===== src/rtl/bpb_update_sched.sv =====
// ---------------------------------------------------------------------------
// bpb_update_sched
//
// Commit-side update scheduler for the branch prediction buffer (BPB).
// The dual-issue commit stage can resolve two branches per cycle, while the
// BPB has a single write port. This block queues resolved-branch updates in
// program order in a small dual-push / single-pop circular FIFO. It drains
// one entry per non-stalled cycle onto the BPB write port.
//
// Commit never waits on this block. When the FIFO has no room, updates are
// dropped and counted, because prediction state is only a hint.
//
// Parameters
//   DEPTH          FIFO entries (power of two, >= 2)
//   DROP_W         width of the saturating drop counter
//
// Ports
//   clk            clock
//   reset          synchronous, active-high reset
//   stall          pipeline stall; the BPB ignores wen while high
//   flush          discard every queued update
//   upd_valid[1:0] per-slot resolved-branch strobe (slot 0 is older)
//   upd_pc         {slot1 pc, slot0 pc}, 32 bits each
//   upd_taken[1:0] resolved direction per slot
//   upd_destpc     {slot1 target, slot0 target}, 32 bits each
//   wen            BPB write request (head entry valid)
//   pc_commit      head branch PC (0 when empty)
//   destpc_commit  head {taken, destpc} (0 when empty)
//   count          occupied entries
//   drop_cnt       dropped updates, saturating, cleared only by reset
//   busy           count != 0
// ---------------------------------------------------------------------------
module bpb_update_sched #(
  parameter int DEPTH  = 4,
  parameter int DROP_W = 16,
  localparam int PTR_W = $clog2(DEPTH),
  localparam int CNT_W = PTR_W + 1
) (
  input  logic              clk,
  input  logic              reset,
  input  logic              stall,
  input  logic              flush,
  input  logic [1:0]        upd_valid,
  input  logic [63:0]       upd_pc,
  input  logic [1:0]        upd_taken,
  input  logic [63:0]       upd_destpc,
  output logic              wen,
  output logic [31:0]       pc_commit,
  output logic [32:0]       destpc_commit,
  output logic [CNT_W-1:0]  count,
  output logic [DROP_W-1:0] drop_cnt,
  output logic              busy
);

  // Entry layout: [64:33] pc, [32] taken, [31:0] destpc.
  localparam int ENTRY_W = 65;

  // -------------------------------------------------------------------------
  // Storage and state
  // -------------------------------------------------------------------------
  logic [ENTRY_W-1:0] entry_mem [DEPTH];

  logic [PTR_W-1:0]  rd_ptr_reg,   rd_ptr_next;
  logic [PTR_W-1:0]  wr_ptr_reg,   wr_ptr_next;
  logic [CNT_W-1:0]  count_reg,    count_next;
  logic [DROP_W-1:0] drop_cnt_reg, drop_cnt_next;

  // Per-slot packed entries built from the flat input buses.
  logic [ENTRY_W-1:0] slot_entry [2];

  for (genvar gi = 0; gi < 2; gi++) begin : g_slot
    assign slot_entry[gi] = {upd_pc[32*gi +: 32], upd_taken[gi], upd_destpc[32*gi +: 32]};
  end

  // -------------------------------------------------------------------------
  // Head presentation
  // -------------------------------------------------------------------------
  logic [ENTRY_W-1:0] head_entry;

  assign head_entry = entry_mem[rd_ptr_reg];
  assign wen        = (count_reg != '0);
  assign busy       = wen;
  assign count      = count_reg;
  assign drop_cnt   = drop_cnt_reg;

  // Entry contents are not reset, so mask the head while the queue is empty.
  assign pc_commit     = wen ? head_entry[64:33] : 32'h0;
  assign destpc_commit = wen ? head_entry[32:0]  : 33'h0;

  // -------------------------------------------------------------------------
  // Push / pop accounting
  // -------------------------------------------------------------------------
  logic               pop;
  logic [CNT_W:0]     free_slots;
  logic [1:0]         n_req;
  logic [1:0]         acc_raw;
  logic [1:0]         accepted;
  logic [1:0]         dropped;

  // The BPB consumes the write under exactly this condition.
  assign pop = wen & ~stall;

  // A same-cycle pop frees its slot for the incoming updates. That makes a
  // push at full possible.
  assign free_slots = (CNT_W+1)'(DEPTH) - {1'b0, count_reg} + (CNT_W+1)'(pop);

  assign n_req = {1'b0, upd_valid[0]} + {1'b0, upd_valid[1]};

  always_comb begin
    acc_raw = n_req;
    if ((CNT_W+1)'(n_req) > free_slots) begin
      acc_raw = free_slots[1:0];
    end
  end

  // A flush discards same-cycle pushes outright, so they are not drops.
  assign accepted = flush ? 2'd0 : acc_raw;
  assign dropped  = flush ? 2'd0 : (n_req - acc_raw);

  // -------------------------------------------------------------------------
  // Write ports
  // Port A always takes the oldest accepted update. That is slot 0 if valid,
  // otherwise slot 1. Port B only carries slot 1 when both are accepted.
  // With one free slot and both valid, slot 0 wins.
  // -------------------------------------------------------------------------
  logic               wr_a_en,   wr_b_en;
  logic [PTR_W-1:0]   wr_a_addr, wr_b_addr;
  logic [ENTRY_W-1:0] wr_a_data;

  assign wr_a_en   = (accepted != 2'd0);
  assign wr_b_en   = (accepted == 2'd2);
  assign wr_a_addr = wr_ptr_reg;
  assign wr_b_addr = wr_ptr_reg + PTR_W'(1);
  assign wr_a_data = upd_valid[0] ? slot_entry[0] : slot_entry[1];

  always_ff @(posedge clk) begin
    if (!reset) begin
      if (wr_a_en) begin
        entry_mem[wr_a_addr] <= wr_a_data;
      end
      if (wr_b_en) begin
        entry_mem[wr_b_addr] <= slot_entry[1];
      end
    end
  end

  // -------------------------------------------------------------------------
  // Next-state logic
  // -------------------------------------------------------------------------
  logic [DROP_W:0] drop_sum;

  assign drop_sum = {1'b0, drop_cnt_reg} + (DROP_W+1)'(dropped);

  always_comb begin
    rd_ptr_next   = rd_ptr_reg + PTR_W'(pop);
    wr_ptr_next   = wr_ptr_reg + PTR_W'(accepted);
    count_next    = count_reg + CNT_W'(accepted) - CNT_W'(pop);
    drop_cnt_next = drop_sum[DROP_W] ? {DROP_W{1'b1}} : drop_sum[DROP_W-1:0];
    if (flush) begin
      // The queue becomes empty by collapsing the read pointer onto the
      // write pointer. The head shown this cycle may still be written by
      // the BPB.
      rd_ptr_next = wr_ptr_reg;
      wr_ptr_next = wr_ptr_reg;
      count_next  = '0;
    end
  end

  always_ff @(posedge clk) begin
    if (reset) begin
      rd_ptr_reg   <= '0;
      wr_ptr_reg   <= '0;
      count_reg    <= '0;
      drop_cnt_reg <= '0;
    end else begin
      rd_ptr_reg   <= rd_ptr_next;
      wr_ptr_reg   <= wr_ptr_next;
      count_reg    <= count_next;
      drop_cnt_reg <= drop_cnt_next;
    end
  end

endmodule


===== config.mk =====
export PLATFORM = sky130hd
export DESIGN_NAME = bpb_update_sched
export DESIGN_NICKNAME = d
export VERILOG_FILES = /design/src/rtl/bpb_update_sched.sv
export SDC_FILE = /design/constraint.sdc
export NUM_CORES = 1
export LEC_CHECK = 0
export CAP_MARGIN = 30
export CORE_ASPECT_RATIO = 1.5
export CORE_MARGIN = 1
export CORE_UTILIZATION = 50
export DETAILED_ROUTE_END_ITERATION = 10
export PLACE_DENSITY = 0.75
export SETUP_SLACK_MARGIN = 0.15
export SLEW_MARGIN = 20
export SYNTH_ARGS = -nofsm -noshare
export SYNTH_HDL_FRONTEND = slang
export SYNTH_SLANG_ARGS = --single-unit

===== constraint.sdc =====
create_clock -name clk -period 15 [get_ports clk]
set_input_delay 1.5 -clock clk [delete_from_list [all_inputs] [get_ports clk]]
set_output_delay 1.5 -clock clk [all_outputs]
set_load 0.02 [all_outputs]

==> run_results.csv, run 1 <==
group,metric,value,unit
status,status,"finished clean",
timing,rsz0062_at_grt,"false",
critical_path,critPathRequiredTime,15460,ps
final_layout,drive_gt1_frac,0.1924,
synthesis,avgSynthCellArea,14.84,um2
global_routing,grt_pass1_vias,10180,
routing,drt_iter0_drc,647,
final_layout,syn2layout_area_growth,24.60,%
critical_path,crit_top_cell,"ha_1",
power,p_total,2093,uW
timing,final_hold_viol_count,0,
die,dieArea,29510,um2
die,io_pins,222,
die,initial_utilization,0.5117,
critical_path,worstSetupStartpointType,"input pin",
routing,post_drt_wl_per_cell,23.58,um
synthesis,yosysWarnings,0,
clock_network,clockRootBuffer,"clkbuf_16",
clock_network,worst_setup_hold_path_clk_slew,70,ps
placement,portBuffers,221,
synthesis,yosys.cell_types.count,44,
final_layout,fin_util,0.6376,
timing,post-route-min-period,6044,ps
clock_network,clock_latency,540,ps
global_routing,grt_pass1_wl,56730,um
routing,wirelength,36240,um
critical_path,critPathMaxStageDelay,640,ps
routing,ant_nets,0,
synthesis,synth_area,14410,um2
power,p_leak,0.005860,uW
routing,drc_errors,0,
placement,hpwl,21660,um
critical_path,cp_max_fo,13,
routing,route.vias.total,9407,
global_routing,antenna_found_initial,1,
clock_network,ctsResizeCount,0,
clock_network,post_cts_buffers,0,
timing,tightest_slew,894.3,ps
global_routing,grt_use_total,0.2519,
routing,first_pass_iters,5,
final_layout,layout_common_cells,"260 x edfxtp_1, 220 x clkdlybuf4s50_1, 130 x o2bb2ai_1, 81 x mux2_2, 77 x nand2_1",
clock_network,clock_sinks,283,
die,core_area,28150,um2
power,p_per_area,116.6,nW/um2
placement,pre_cts_slack,8369,ps
clock_network,numCtsBuffers,27,
power,peakVddDrop,0.08670,mV
final_layout,nets,1320,
timing,finalSetupTns,0,ps
hold_path,hp-class,"reg2reg",
timing,worst_slack,8956,ps
timing,fmax,0.1655,GHz
routing,vias_per_cell,6.120,
synthesis,synthArstFlopShare,0,
synthesis,yosysSeqAreaShare,0.5740,
synthesis,ys.flop_type,"edfxtp_1",
synthesis,synth_nets,1122,
critical_path,critPathBufInv,4,
final_layout,fillers,2086,
die,die_w,140.6,um
global_routing,grt-ovfl-total,0,
critical_path,crit_path_top_delay_cell,"nor3_1",
final_layout,final_common_cell,"edfxtp_1",
synthesis,synth_edf_count,260,
synthesis,ys_ff_latch,283,
clock_network,htree_levels,1,
critical_path,end_kind,"flip-flop",
die,row_count,75,
timing,period_share,0.4029,
critical_path,crit_family,"simple AND/OR/NAND/NOR gates",
clock_network,clock_tree.buffer_depth,3,
final_layout,largest_register_ffs,260,
placement,gp_congestion,0.8137,
clock_network,ctsHoldBuffers,0,
critical_path,criticalPathCategory,"in2reg",
die,die-height,209.9,um
global_routing,grt_max_degree,71,
timing,slew_violations,0,
timing,setup_viol_count_final,0,
clock_network,cts_tree,"yes",
job,maxCapViolations,0,
synthesis,syn_inst,971,
timing,fin_skew,8.150,ps
critical_path,path_cells,"clkdlybuf4s50_1 -> nand2b_1 -> ha_1 -> inv_1 -> ha_1 -> inv_1 -> ha_1 -> nor2b_1 -> o221ai_4 -> mux2i_1 -> inv_1 -> ha_1 -> xnor2_1 -> or2_2 -> fa_1 -> nor3_1 -> nand3b_1 -> a21oi_1",
timing,relSlewSlack,0.3868,
critical_path,worst_ep_arrival_time,6500,ps
==> worst min-delay path, cell delays in order, from the launching register on <==
cell and delay [ps]:
dfxtp_1 340, nand2_1 70, mux2i_1 60, nor2_1 70
==> layer usage <==
| metal | share of wire | up-vias | GRT usage | wire [um] |
|---|---|---|---|---|
| met1 | 0.39 | 4769 | 0.3088 | 14160 |
| met2 | 0.53 | 340 | 0.4602 | 19290 |
| met5 | 0 | - | 0 | 0 |
| met4 | 0.029 | 0 | 0.09333 | 1056 |
| li1 | - | 4234 | - | - |
| met3 | 0.048 | 64 | 0.02327 | 1733 |
==> synth_stat cells (all sizes together), types with 14 or more instances <==
cell type	n	area share
inv	14	0.0036
o2bb2ai	130	0.079
nand2	77	0.020
a21oi	18	0.0063
clkbuf	38	0.010
and2	66	0.029
mux2	131	0.10
edfxtp	260	0.54
mux4	65	0.10
nor2	21	0.0055
dfxtp	23	0.032
buf	40	0.017
==> layout make-up <==
| cell class | instances | area (um2) | share of cell area |
|---|---|---|---|
| Inverter | 14 | 52.55 | 0.002928 |
| Sequential cell | 283 | 8275 | 0.4611 |
| Antenna cell | 1 | 2.502 | 0.0001394 |
| Multi-Input combinational cell | 596 | 5799 | 0.3231 |
| Clock buffer | 31 | 690.7 | 0.03848 |
| Timing Repair Buffer | 247 | 2555 | 0.1423 |
| Tap cell | 346 | 432.9 | 0.02412 |
| Clock inverter | 19 | 140.1 | 0.007808 |
==> final timing paths <==
path,startpoint,slack [ps],cells after the start,to
worst max-delay path,stall,8960,18,drop_cnt[1]
worst min-delay path,drop_cnt[12],570,3,drop_cnt[12]
worst max register to register,count[2],9080,19,drop_cnt[1]
worst min register to register,drop_cnt[12],570,3,drop_cnt[12]
==> power breakdown <==
part	switching (uW)	total [uW]	internal (uW)
Combinational	263	509	245
Clock	291	654	363
Sequential	19.5	931	911
Total	574	2090	1520
==> cells by family (layout without fill, tap and decap cells) <==
group | Yosys count | count (layout) | synth area share
DFF | 283 | 283 | 0.5740
muxes | 201 | 201 | 0.2075
and+or+nand+nor | 201 | 201 | 0.07053
AOI/OAI and AO/OA | 164 | 164 | 0.09433
buffers and inverters | 92 | 311 | 0.03049
adders and majority gates | 15 | 15 | 0.01407
xor gates and xnor gates | 15 | 15 | 0.009120
other | 0 | 1 | 0
==> metrics by stage <==
| stage | hold slack [ps] | instances | instance area [um2] |
|---|---|---|---|
| 6_report | 566.3 | 1537 | 17950 |
| 5_1_grt | 593.1 | 1537 | 17950 |
| 4_1_cts | 571.6 | 1533 | 17880 |
| 3_5_place_dp | 556.8 | 1483 | 17050 |
| 3_3_place_gp | 540.2 | 1477 | 16900 |
| 2_1_floorplan | 549.8 | 971 | 14410 |
Note: power is estimated with default switching activity, not from simulation.
==> run 2: changes to the inputs <==
--- a/config.mk
+++ b/config.mk
@@ -8,9 +8,9 @@
 export CAP_MARGIN = 30
 export CORE_ASPECT_RATIO = 1.5
 export CORE_MARGIN = 1
-export CORE_UTILIZATION = 50
+export CORE_UTILIZATION = 49
 export DETAILED_ROUTE_END_ITERATION = 10
-export PLACE_DENSITY = 0.75
+export PLACE_DENSITY = 0.77
 export SETUP_SLACK_MARGIN = 0.15
 export SLEW_MARGIN = 20
 export SYNTH_ARGS = -nofsm -noshare
==> constraint.sdc (replaced) <==
create_clock -name clk -period 5.4 [get_ports clk]
set_input_delay 0.54 -clock clk [delete_from_list [all_inputs] [get_ports clk]]
set_output_delay 0.54 -clock clk [all_outputs]
set_load 0.02 [all_outputs]
==> run_results.csv, run 2 (synthesis gave the netlist of run 1 again) <==
group,metric,value,unit
status,status,"finished clean",
critical_path,worst_ep_arrival_time,5250,ps
routing,ant_nets,0,
timing,post-route-min-period,4847,ps
critical_path,reg2reg_to,"drop_cnt[12]",
clock_network,ctsHoldBuffers,0,
timing,tightest_slew,905.0,ps
global_routing,grt_pass1_wl,57020,um
clock_network,clock_latency,550,ps
global_routing,grt_use_total,0.2528,
hold_path,hp-start,"drop_cnt[14]",
timing,rsz0062_at_grt,"false",
global_routing,grtUsageMet3,0.03266,
clock_network,cts_tree,"yes",
timing,slew_violations,0,
placement,dp.cells,1528,
power,p_leak,0.005830,uW
die,core_area,28810,um2
clock_network,numCtsBuffers,27,
critical_path,regToRegSetupSlack,550,ps
global_routing,busiest_layer,"met2",
timing,fin_skew,24.27,ps
hold_path,whs_path_depth,2,
global_routing,grt-ovfl-total,0,
routing,first_pass_iters,5,
critical_path,reg2reg_from,"count[2]",
timing,relSlewSlack,0.3948,
timing,setup_viol_count_final,0,
critical_path,critPathRequiredTime,5800,ps
placement,pre_cts_slack,311.1,ps
global_routing,grt_util_met2,0.4591,
die,die-height,212.0,um
routing,post_drt_wl_per_cell,23.44,um
timing,final_hold_viol_count,0,
timing,fmax,0.2063,GHz
final_layout,layout_common_cells,"260 x edfxtp_1, 220 x clkdlybuf4s50_1, 130 x o2bb2ai_1, 81 x mux2_2, 77 x nand2_1",
placement,gp_congestion,0.8102,
critical_path,worstSetupStartpointType,"flip-flop",
routing,drc_errors,0,
final_layout,multi_input_area,5799,um2
critical_path,end_kind,"flip-flop",
final_layout,instances_no_fill,1582,
timing,timing.hold.ws,582.7,ps
routing,drt_iter0_drc,638,
power,peakVddDrop,0.3014,mV
final_layout,ff_latch_area,8275,um2
power,p_per_area,326.1,nW/um2
die,io_pins,222,
critical_path,worst_r2r_path_depth,20,
final_layout,largest_register_ffs,260,
global_routing,grt_use_met1,0.3032,
die,dieArea,30100,um2
critical_path,cp_max_fo,10,
power,p_total,5853,uW
routing,route.vias.total,9536,
die,die_w,142.0,um
final_layout,nets,1321,
job,maxCapViolations,0,
final_layout,syn2layout_area_growth,24.61,%
final_layout,final_common_cell,"edfxtp_1",
clock_network,ctsResizeCount,0,
placement,hpwl,21140,um
die,row_count,76,
global_routing,grt_pass1_vias,10160,
timing,worst_slack,553.3,ps
routing,vias_per_cell,6.028,
final_layout,fillers,2185,
critical_path,criticalPathCategory,"reg2reg",
clock_network,clockRootBuffer,"clkbuf_16",
global_routing,antenna_found_initial,2,
hold_path,holdPathEnd,"drop_cnt[14]",
placement,portBuffers,221,
clock_network,worst_setup_hold_path_clk_slew,70,ps
timing,period_share,0.8975,
final_layout,fin_util,0.6230,
hold_path,hp-class,"reg2reg",
clock_network,clock_tree.buffer_depth,3,
clock_network,htree_levels,1,
die,initial_utilization,0.5000,
final_layout,drive_gt1_frac,0.1933,
global_routing,grt_max_degree,70,
clock_network,clock_sinks,283,
routing,wirelength,37080,um
[run 2: cell types whose count changed in the layout (fill, tap and decap cells not counted), sizes merged]
cell and delta:
clkinvlp +2, clkbuf +1, buf +1, clkinv -4
diode +1
[run 2: area by class of cell]
| type | count | area share |
|---|---|---|
| flip-flops and latches | 283 | 0.4610 |
| inverters | 14 | 0.002928 |
| clock buffers | 32 | 0.03869 |
| well taps | 390 | 0.02719 |
| repair buffers | 248 | 0.1389 |
| clock inverters | 17 | 0.007946 |
| multi-input cells | 596 | 0.3231 |
| diodes | 2 | 0.0002788 |
[run 2: per-layer routing]
| metal | vias to the layer above | share of wire |
|---|---|---|
| li1 | 4233 | - |
| met1 | 4858 | 0.37 |
| met2 | 383 | 0.54 |
| met3 | 62 | 0.060 |
| met4 | 0 | 0.031 |
| met5 | - | 0 |
[run 2: worst max path at each step]
stage	from	to	slack (ps)	cells after the start
after floorplan	count[2]	entry_mem[0][0]	-1150	12
after global placement	stall	drop_cnt[0]	470	18
after detailed placement	stall	drop_cnt[7]	310	18
after CTS	count[2]	drop_cnt[7]	450	18
after global routing	count[2]	drop_cnt[12]	170	21
final	count[2]	drop_cnt[12]	550	20
[run 2: critical path, stage by stage (launching register included)]
cell	delay (ps)
dfxtp_1	350
or3_2	490
nand2b_1	120
ha_1	170
inv_1	50
ha_1	350
inv_1	90
ha_1	280
nor2b_1	160
o221ai_4	330
mux2i_1	340
inv_1	70
ha_1	190
xnor2_1	130
or2_2	290
fa_1	460
nor3_1	250
buf_4	190
nand4_1	120
mux2i_1	190
nor2_1	50
[run 2: metrics by stage]
stage / area, um2 / setup TNS [ps]
5_1_grt: 17950 / 0
6_report: 17950 / 0
4_1_cts: 17900 / 0
3_5_place_dp: 17070 / 0
2_1_floorplan: 14410 / -148990
3_3_place_gp: 17050 / 0
[run 2: what timing repair did]
item	4_1_cts	5_1_grt
setup buffers	0	2
hold endpoints to repair	0	0
endpoints found under the setup margin	0	12
[run 2: power breakdown]
part,internal [uW],switching [uW],total [uW],leakage (uW)
logic,676,733,1410,0.00287
registers,2530,60.0,2590,0.00255
clock network,1020,838,1850,0.000405
total,4220,1630,5850,0.00583
==> run 3: changes to the inputs <==
--- a/config.mk
+++ b/config.mk
@@ -6,8 +6,7 @@
 export NUM_CORES = 1
 export LEC_CHECK = 0
 export CAP_MARGIN = 30
-export CORE_ASPECT_RATIO = 1.5
-export CORE_MARGIN = 1
+export CORE_ASPECT_RATIO = 1.75
 export CORE_UTILIZATION = 49
 export DETAILED_ROUTE_END_ITERATION = 10
 export PLACE_DENSITY = 0.77
==> run_results.csv, run 3 (synthesis gave the netlist of run 1 again) <==
group,metric,value,unit
routing,top_layer,"met4",
die,row_count,82,
routing,wl_met3,1934,um
global_routing,grt_pass1_wl,57940,um
final_layout,final_common_cell,"edfxtp_1",
clock_network,ctsResizeCount,0,
final_layout,syn2layout_area_growth,24.70,%
routing,first_pass_iters,5,
die,die-height,228.8,um
timing,slew_violations,0,
timing,final_hold_viol_count,0,
power,peakVddDrop,0.2677,mV
critical_path,worstSetupStartpointType,"flip-flop",
routing,wl_met2,20300,um
critical_path,critPathMaxStageDelay,490,ps
critical_path,cp_max_fo,12,
critical_path,critPathRequiredTime,5870,ps
timing,period_share,0.8966,
die,die_w,131.6,um
clock_network,numCtsBuffers,25,
clock_network,clock_sinks,283,
routing,post_drt_wl_per_cell,23.82,um
placement,dp.cells,1520,
critical_path,path_cells,"or3_2 -> nand2b_1 -> ha_1 -> inv_1 -> ha_1 -> inv_1 -> ha_1 -> nor2b_1 -> o221ai_4 -> mux2i_1 -> inv_1 -> ha_1 -> xnor2_1 -> or2_2 -> fa_1 -> nor3_1 -> buf_4 -> nand3b_1 -> buf_4 -> a21oi_1",
critical_path,crit_family,"adder cells",
timing,post-route-min-period,4842,ps
global_routing,antenna_found_initial,3,
final_layout,layout_common_cells,"260 x edfxtp_1, 220 x clkdlybuf4s50_1, 130 x o2bb2ai_1, 81 x mux2_2, 77 x nand2_1",
global_routing,grt_pass1_vias,10140,
die,core_area,28730,um2
placement,portBuffers,221,
routing,vias_per_cell,6.095,
clock_network,clock_latency,540,ps
timing,relSlewSlack,0.3613,
power,p_leak,0.005841,uW
clock_network,clockRootBuffer,"clkbuf_16",
critical_path,worst_ep_arrival_time,5310,ps
clock_network,ctsHoldBuffers,0,
routing,wirelength,37350,um
timing,tightest_slew,955.8,ps
critical_path,criticalPathCategory,"reg2reg",
die,initial_utilization,0.5014,
clock_network,cts_tree,"yes",
global_routing,grt_max_degree,68,
global_routing,grt-ovfl-total,0,
timing,setup_viol_count_final,0,
placement,hpwl,22170,um
power,p_total,5835,uW
clock_network,clock_tree.buffer_depth,3,
final_layout,largest_register_ffs,260,
hold_path,whs_path_depth,3,
routing,drt_iter0_drc,641,
routing,route.vias.total,9557,
clock_network,htree_levels,1,
placement,gp_congestion,0.7863,
power,p_per_area,324.8,nW/um2
placement,pre_cts_slack,211.4,ps
die,dieArea,30120,um2
clock_network,worst_setup_hold_path_clk_slew,70,ps
hold_path,hp-class,"reg2reg",
timing,worst_slack,558.4,ps
timing,fmax,0.2065,GHz
critical_path,worst_r2r_path_depth,20,
critical_path,crit_top_cell,"ha_1",
critical_path,critPathBufInv,5,
final_layout,instances_no_fill,1568,
die,io_pins,222,
routing,drc_errors,0,
timing,fin_skew,19.75,ps
final_layout,drive_gt1_frac,0.1921,
routing,drt-met1-wl,13860,um
routing,ant_nets,0,
critical_path,end_kind,"flip-flop",
critical_path,crit_path_top_delay_cell,"or3_2",
timing,rsz0062_at_grt,"false",
job,maxCapViolations,0,
global_routing,grt_use_total,0.2521,
critical_path,cp.depth,20,
final_layout,nets,1321,
clock_network,post_cts_buffers,0,
status,status,"finished clean",
run 3: cell count changes in the layout (fill, tap and decap cells not counted), sizes merged:
| cell | previous run | this run |
|---|---|---|
| bufinv | 2 | 4 |
| clkinv | 11 | 9 |
| buf | 28 | 30 |
| clkinvlp | 3 | 1 |
| diode | 2 | 3 |
| clkbuf | 32 | 29 |
run 3: path summary, 6_finish.rpt:
| path | from | endpoint | slack (ps) |
|---|---|---|---|
| worst min register to register | drop_cnt[12] | drop_cnt[12] | 560 |
| worst min-delay path | drop_cnt[12] | drop_cnt[12] | 560 |
| worst max-delay path | count[2] | drop_cnt[0] | 560 |
| worst max register to register | count[2] | drop_cnt[0] | 560 |
run 3: metrics by stage:
| step | instance area, um2 | TNS, ps | hold slack (ps) | util |
|---|---|---|---|---|
| 2_1_floorplan | 14410 | -148990 | 549.8 | - |
| 3_3_place_gp | 17060 | 0 | 523.8 | 0.5938 |
| 3_5_place_dp | 17130 | 0 | 549.5 | 0.5964 |
| 4_1_cts | 17950 | 0 | 565.6 | 0.6248 |
| 5_1_grt | 17960 | 0 | 599.3 | 0.6253 |
| 6_report | 17960 | 0 | 564.9 | 0.6253 |
run 3: where the power goes:
group          switching [uW]  internal [uW]  leakage [uW]
clock network             796           1040      0.000398
logic                     739            678       0.00289
registers                53.1           2530       0.00255
total                    1590           4250       0.00584
run 3: worst register-to-register path, stage by stage, from the launching register on:
cell,delay [ps]
dfxtp_1,350
or3_2,490
nand2b_1,120
ha_1,170
inv_1,40
ha_1,350
inv_1,100
ha_1,290
nor2b_1,160
o221ai_4,330
mux2i_1,330
inv_1,80
ha_1,190
xnor2_1,130
or2_2,290
fa_1,470
nor3_1,220
buf_4,190
nand3b_1,100
buf_4,190
a21oi_1,190
run 3: layout make-up:
cell class	instances	area [um2]
repair buffers	250	2540
well taps	378	473.0
diodes	3	7.507
fillers	2159	10760
inverters	14	52.55
clock buffers	29	640.6
clock inverters	15	175.2
multi-input cells	596	5799
flip-flops and latches	283	8275
run 3: layer usage:
metal  GRT usage  vias to the layer above
li1            -                     4233
met1      0.2994                     4905
met2      0.4618                      344
met3     0.02306                       75
met4      0.1083                        0
met5           0                        -
==> RTL edit 1, RTL diff (settings of run 2) <==
`DEPTH`: 4 -> 2.
--- a/src/rtl/bpb_update_sched.sv
+++ b/src/rtl/bpb_update_sched.sv
@@ -33,3 +33,3 @@
 module bpb_update_sched #(
-  parameter int DEPTH  = 4,
+  parameter int DEPTH  = 2,
   parameter int DROP_W = 16,
Interface: changed (resized count); port bits go from 222 to 221. The function was not compared with the original's and may differ.
==> RTL edit 1 against run 2 <==
Area after synthesis fell by 46%. Power fell by 21%. Setup slack worse by 0.0093 ns. Combinational power increased by 25%. Die area decreased by 45%. Cell area shrank 40%. Utilization up 6.7 points. Sequential cell count down 133. Routed wire length is 48% lower.
==> RTL edit 1: results (changes against run 2) <==
post-synthesis async set-or-reset flop share 0% (unchanged); Post-synth EDFFs 130 (was 260); leakage dissipation 3.70 nW (was 5.83 nW); clock skew 0.00851 ns (was 0.0243 ns); max reg flops 130 (was 260); Worst slew margin 40.2% (was 39.5%); clock power share 26.3% (was 31.7%); synthesized netlist cell count 578 (was 971); first-pass GRT wire length 30,000 um (was 57,000 um); IO Port Bufs 220 (was 221); final hold vios 0 (unchanged); top post-synthesis cells by area edfxtp_1, mux2_2, mux2i_1 (was edfxtp_1, mux4_2, o2bb2ai_1); Placer Congestion 0.876 (was 0.810); Diodes inserted 0 (was 2); CTS buffer count 17 (was 27); GRT Total Usage 23.8% (was 25.3%); dpl cell area 10,200 um^2 (was 17,100 um^2); CTS H-tree lvls 4 (was 1); switching fraction of total power 33.2% (was 27.9%); Non-Filler Instances 1,009 (was 1,582); worst-skew pair later-pin latency 0.42 ns (was 0.55 ns); HPWL Detailed 13,200 um (was 21,100 um); dpl cells 977 (was 1,528); YS warnings 0 (unchanged); post-CTS setup buffer count 0 (unchanged); DP Worst Slack 0.0736 ns (was 0.311 ns); drt initial violations 200 (was 638); sequential fraction of the synthesis area 55.1% (was 57.4%); largest net degree at the start of global routing 50 (was 70); Syn Nets 725 (was 1,122); Pre-Repair DR Iteration Count 4 (was 5); fill count 1,161 (was 2,185); commonest cells in the netlist edfxtp_1, mux2_2, nor2_1 (was edfxtp_1, o2bb2ai_1, mux2_2); worst vdd ir 0.231 mV (was 0.301 mV); antenna violations before repair 0 (was 2); vias in the first global route 5,898 (was 10,200); status finished, final reports clean (unchanged); Final Cell Area 10,800 um^2 (was 17,900 um^2); Clock Tree Root clkbuf_16 (unchanged); worst path arrival time 5.19 ns (was 5.25 ns); Synth cell types 47 (was 44); vias per cell 5.45 (was 6.03); clock slew seen by the registers of the worst setup and hold paths about 0.060 ns; NumNets Final 940 (was 1,321); worst-path fanout max 14 (was 10); Total Wirelength 19,100 um (was 37,100 um); Hold Path Class reg -> reg (unchanged); share of cells above drive strength 1 21.5% (was 19.3%); clock buffer depth 2 (was 3)
RTL edit 1: cell types whose count changed after synthesis, moves of 7 or more:
cell / before / now
edfxtp_1: 260 / 130
o2bb2ai_1: 130 / 0
nand2_1: 77 / 5
and2_1: 66 / 1
mux4_2: 65 / 0
mux2i_1: 5 / 66
nor2_1: 21 / 75
mux2_1: 50 / 13
mux2_2: 81 / 118
clkbuf_1: 37 / 9
buf_2: 23 / 9
o211ai_1: 0 / 8
nand2b_1: 7 / 0
RTL edit 1: worst paths after layout:
check | startpoint | end | slack (ns) | cells past startpoint
max | stall | drop_cnt[13] | 0.54 | 15
min | drop_cnt[15] | drop_cnt[15] | 0.52 | 2
max reg2reg | count[1] | drop_cnt[13] | 0.60 | 14
min reg2reg | drop_cnt[15] | drop_cnt[15] | 0.52 | 2
RTL edit 1: cell type report:
| cell class | count | share of cell area (%) |
|---|---|---|
| Timing Repair Buffer | 233 | 21.5 |
| Clock buffer | 19 | 4.02 |
| Clock inverter | 13 | 1.58 |
| Inverter | 16 | 0.557 |
| Multi-Input combinational cell | 375 | 30.0 |
| Tap cell | 203 | 2.36 |
| Sequential cell | 150 | 40.0 |
RTL edit 1: worst max-delay path, stage by stage:
cell             delay, ns
clkdlybuf4s50_1       0.39
o21bai_1              0.22
ha_1                  0.23
ha_1                  0.35
ha_1                  0.33
nor2b_2               0.21
o21ai_0               0.38
a21boi_0              0.19
ha_1                  0.22
xor2_1                0.17
or2_2                 0.30
fa_1                  0.42
nand3b_2              0.23
or4_1                 0.77
a31oi_1               0.23
RTL edit 1: what timing repair did:
item,CTS,global route
endpoints found under the setup margin,0,15
resized for setup,0,1
endpoints found under the hold margin,0,0
hold buffers,0,0
RTL edit 1: logic make-up after synthesis:
family | after synthesis | share of synthesized area [%]
muxes | 197 | 27.4
DFF | 150 | 55.1
and+or+nand+nor | 111 | 6.70
buffers and inverters | 53 | 3.89
AOI/OAI and AO/OA | 40 | 3.28
xor gates and xnor gates | 16 | 1.79
adders and majority gates | 11 | 1.86
RTL edit 1: layer usage:
metal / GRT usage (%) / share of wire (%) / vias to the layer above
met2: 44.1 / 54 / 211
met3: 5.75 / 5.7 / 39
li1: - / - / 2573
met1: 25.9 / 38 / 2677
met5: 0 / 0 / -
met4: 9.46 / 2.6 / 0
RTL edit 1: power groups by stage:
stage          clock network [W]  registers [W]  logic, W
2_1_floorplan                  0        0.00166   0.00103
3_3_place_gp                   0        0.00166   0.00169
3_5_place_dp                   0        0.00168   0.00176
4_1_cts                  0.00123        0.00165   0.00177
5_1_grt                  0.00128        0.00167   0.00189
6_report                 0.00121        0.00165   0.00176
==> RTL edit 2, RTL diff (settings of run 2) <==
Without the edit above. Make the reset (`reset`) asynchronous in one clocked block. Comments in the files are not updated.
--- a/src/rtl/bpb_update_sched.sv
+++ b/src/rtl/bpb_update_sched.sv
@@ -168,3 +168,3 @@
 
-  always_ff @(posedge clk) begin
+  always_ff @(posedge clk or posedge reset) begin
     if (reset) begin
Formal check against the unedited RTL: differs if reset is asserted again (counterexample within 4 cycles, from zero or initial values and one cycle with reset high); with reset held inactive, the same outputs for 4 cycles.
==> RTL edit 2 against run 2 <==
Count of clock-buffer cells in the layout is 3 lower. Cell area rose by 2.6%. Sequential share of layout area fell by 0.52 points. Clock skew is 0.015 ns lower. Sequential cell count unchanged. Setup slack better by 0.0048 ns. Area after synthesis is 4.6% higher. Synthesized cell count up 0.72%. Routed wire length is 5.9% higher. Critical path type unchanged. Critical endpoint is now drop_cnt[14].
Power is not compared: it rests on default switching activity, and its combinational part moved more than twofold at a synthesized area within 25%.
==> RTL edit 2: results (changes against run 2) <==
GRT Total Usage 25.0% (was 25.3%); worst path arrival time 5.27 ns (was 5.25 ns); antenna violations before repair 4 (was 2); vias per cell 6.21 (was 6.03); post-synthesis cell area 15,100 um^2 (was 14,400 um^2); clock skew 0.00927 ns (was 0.0243 ns); R2R setup slack 0.56 ns; Diodes inserted 4 (was 2); clk cell area share 4.40% (was 4.66%); vias in the first global route 10,600 (was 10,200); Buffers, non-clock 255 (was 248); post-synthesis async set-or-reset flop share 8.13% (was 0%); DP Worst Slack 0.136 ns (was 0.311 ns); top post-synthesis cells by area edfxtp_1, o2bb2ai_2, mux4_2 (was edfxtp_1, mux4_2, o2bb2ai_1); Seq area share 45.6% (was 46.1%); dpl cell area 17,500 um^2 (was 17,100 um^2); commonest cells in the netlist edfxtp_1, o2bb2ai_1, o2bb2ai_2 (was edfxtp_1, o2bb2ai_1, mux2_2); buffering overhead 13.9% (about the same); status finished, final reports clean (unchanged); sequential fraction of the synthesis area 55.6% (was 57.4%); Worst path max stage delay 0.51 ns (was 0.49 ns); share of cells above drive strength 1 22.4% (was 19.3%); Worst Hold Slack 0.315 ns (was 0.583 ns); Hold Path Class in -> async (was reg -> reg); Pre-Repair DR Iteration Count 4 (was 5); Placer Congestion 0.831 (was 0.810); Logic inverters 18 (was 14); NumNets Final 1,325 (was 1,321); Worst slew margin 46.3% (was 39.5%); CTS buffer count 27 (unchanged); r2r endpoint drop_cnt[14] (was drop_cnt[12]); count of multi-input gates 589 (was 596); Synth cell types 41 (was 44); CLK BUF 29 (was 32); worst-path fanout max 6 (was 10); Crit Reg-Reg Startpoint count[2] (unchanged); Syn Nets 1,129 (was 1,122); Final Cell Area 18,400 um^2 (was 17,900 um^2); fill count 2,334 (was 2,185); Total Wirelength 39,300 um (was 37,100 um); HPWL Detailed 22,600 um (was 21,100 um)
RTL edit 2: cells by family after synthesis:
logic type | count (synthesis) | share of synthesized area [%]
and+or+nand+nor | 209 | 6.88
adders and majority gates | 15 | 1.34
AOI/OAI and AO/OA | 280 | 20.2
DFF | 283 | 55.6
xor gates and xnor gates | 15 | 0.872
buffers and inverters | 106 | 4.93
muxes | 70 | 10.1
RTL edit 2: power by group through the flow:
stage	Clock, W	Sequential [W]	Combinational [W]
3_5_place_dp	0	0.00301	0.00344
3_3_place_gp	0	0.00306	0.00333
4_1_cts	0.00179	0.00297	0.00344
5_1_grt	0.00186	0.00299	0.00366
6_report	0.00177	0.00296	0.00345
2_1_floorplan	0	0.00290	0.00213
RTL edit 2: worst max-delay path by stage:
stage,start,slack [ns],endpoint
2_1_floorplan,count[2],-0.75,entry_mem[1][0]
3_3_place_gp,stall,0.30,drop_cnt[10]
3_5_place_dp,stall,0.14,drop_cnt[10]
4_1_cts,count[2],0.20,drop_cnt[0]
5_1_grt,count[2],0.24,drop_cnt[14]
6_report,count[2],0.56,drop_cnt[14]
RTL edit 2: repair_timing:
item / 4_1_cts / 5_1_grt
setup buffers: 0 / 4
endpoints found under the setup margin: 0 / 15
resized for setup: 0 / 3
RTL edit 2: through the flow:
step	TNS, ns	std cells
global route	0	1595
global placement	0	1538
floorplan	-96.98	978
detailed placement	0	1539
finish	0	1595
CTS	0	1585
RTL edit 2: per-layer routing:
layer  wire (um)  track usage [%]  share of wire (%)  vias up
met5           0                0                  0        -
met4        1620             12.8                4.1        0
met3        2290             3.52                5.8       96
met2       20800             45.3                 53      393
met1       14600             28.9                 37     5072
li1            -                -                  -     4350
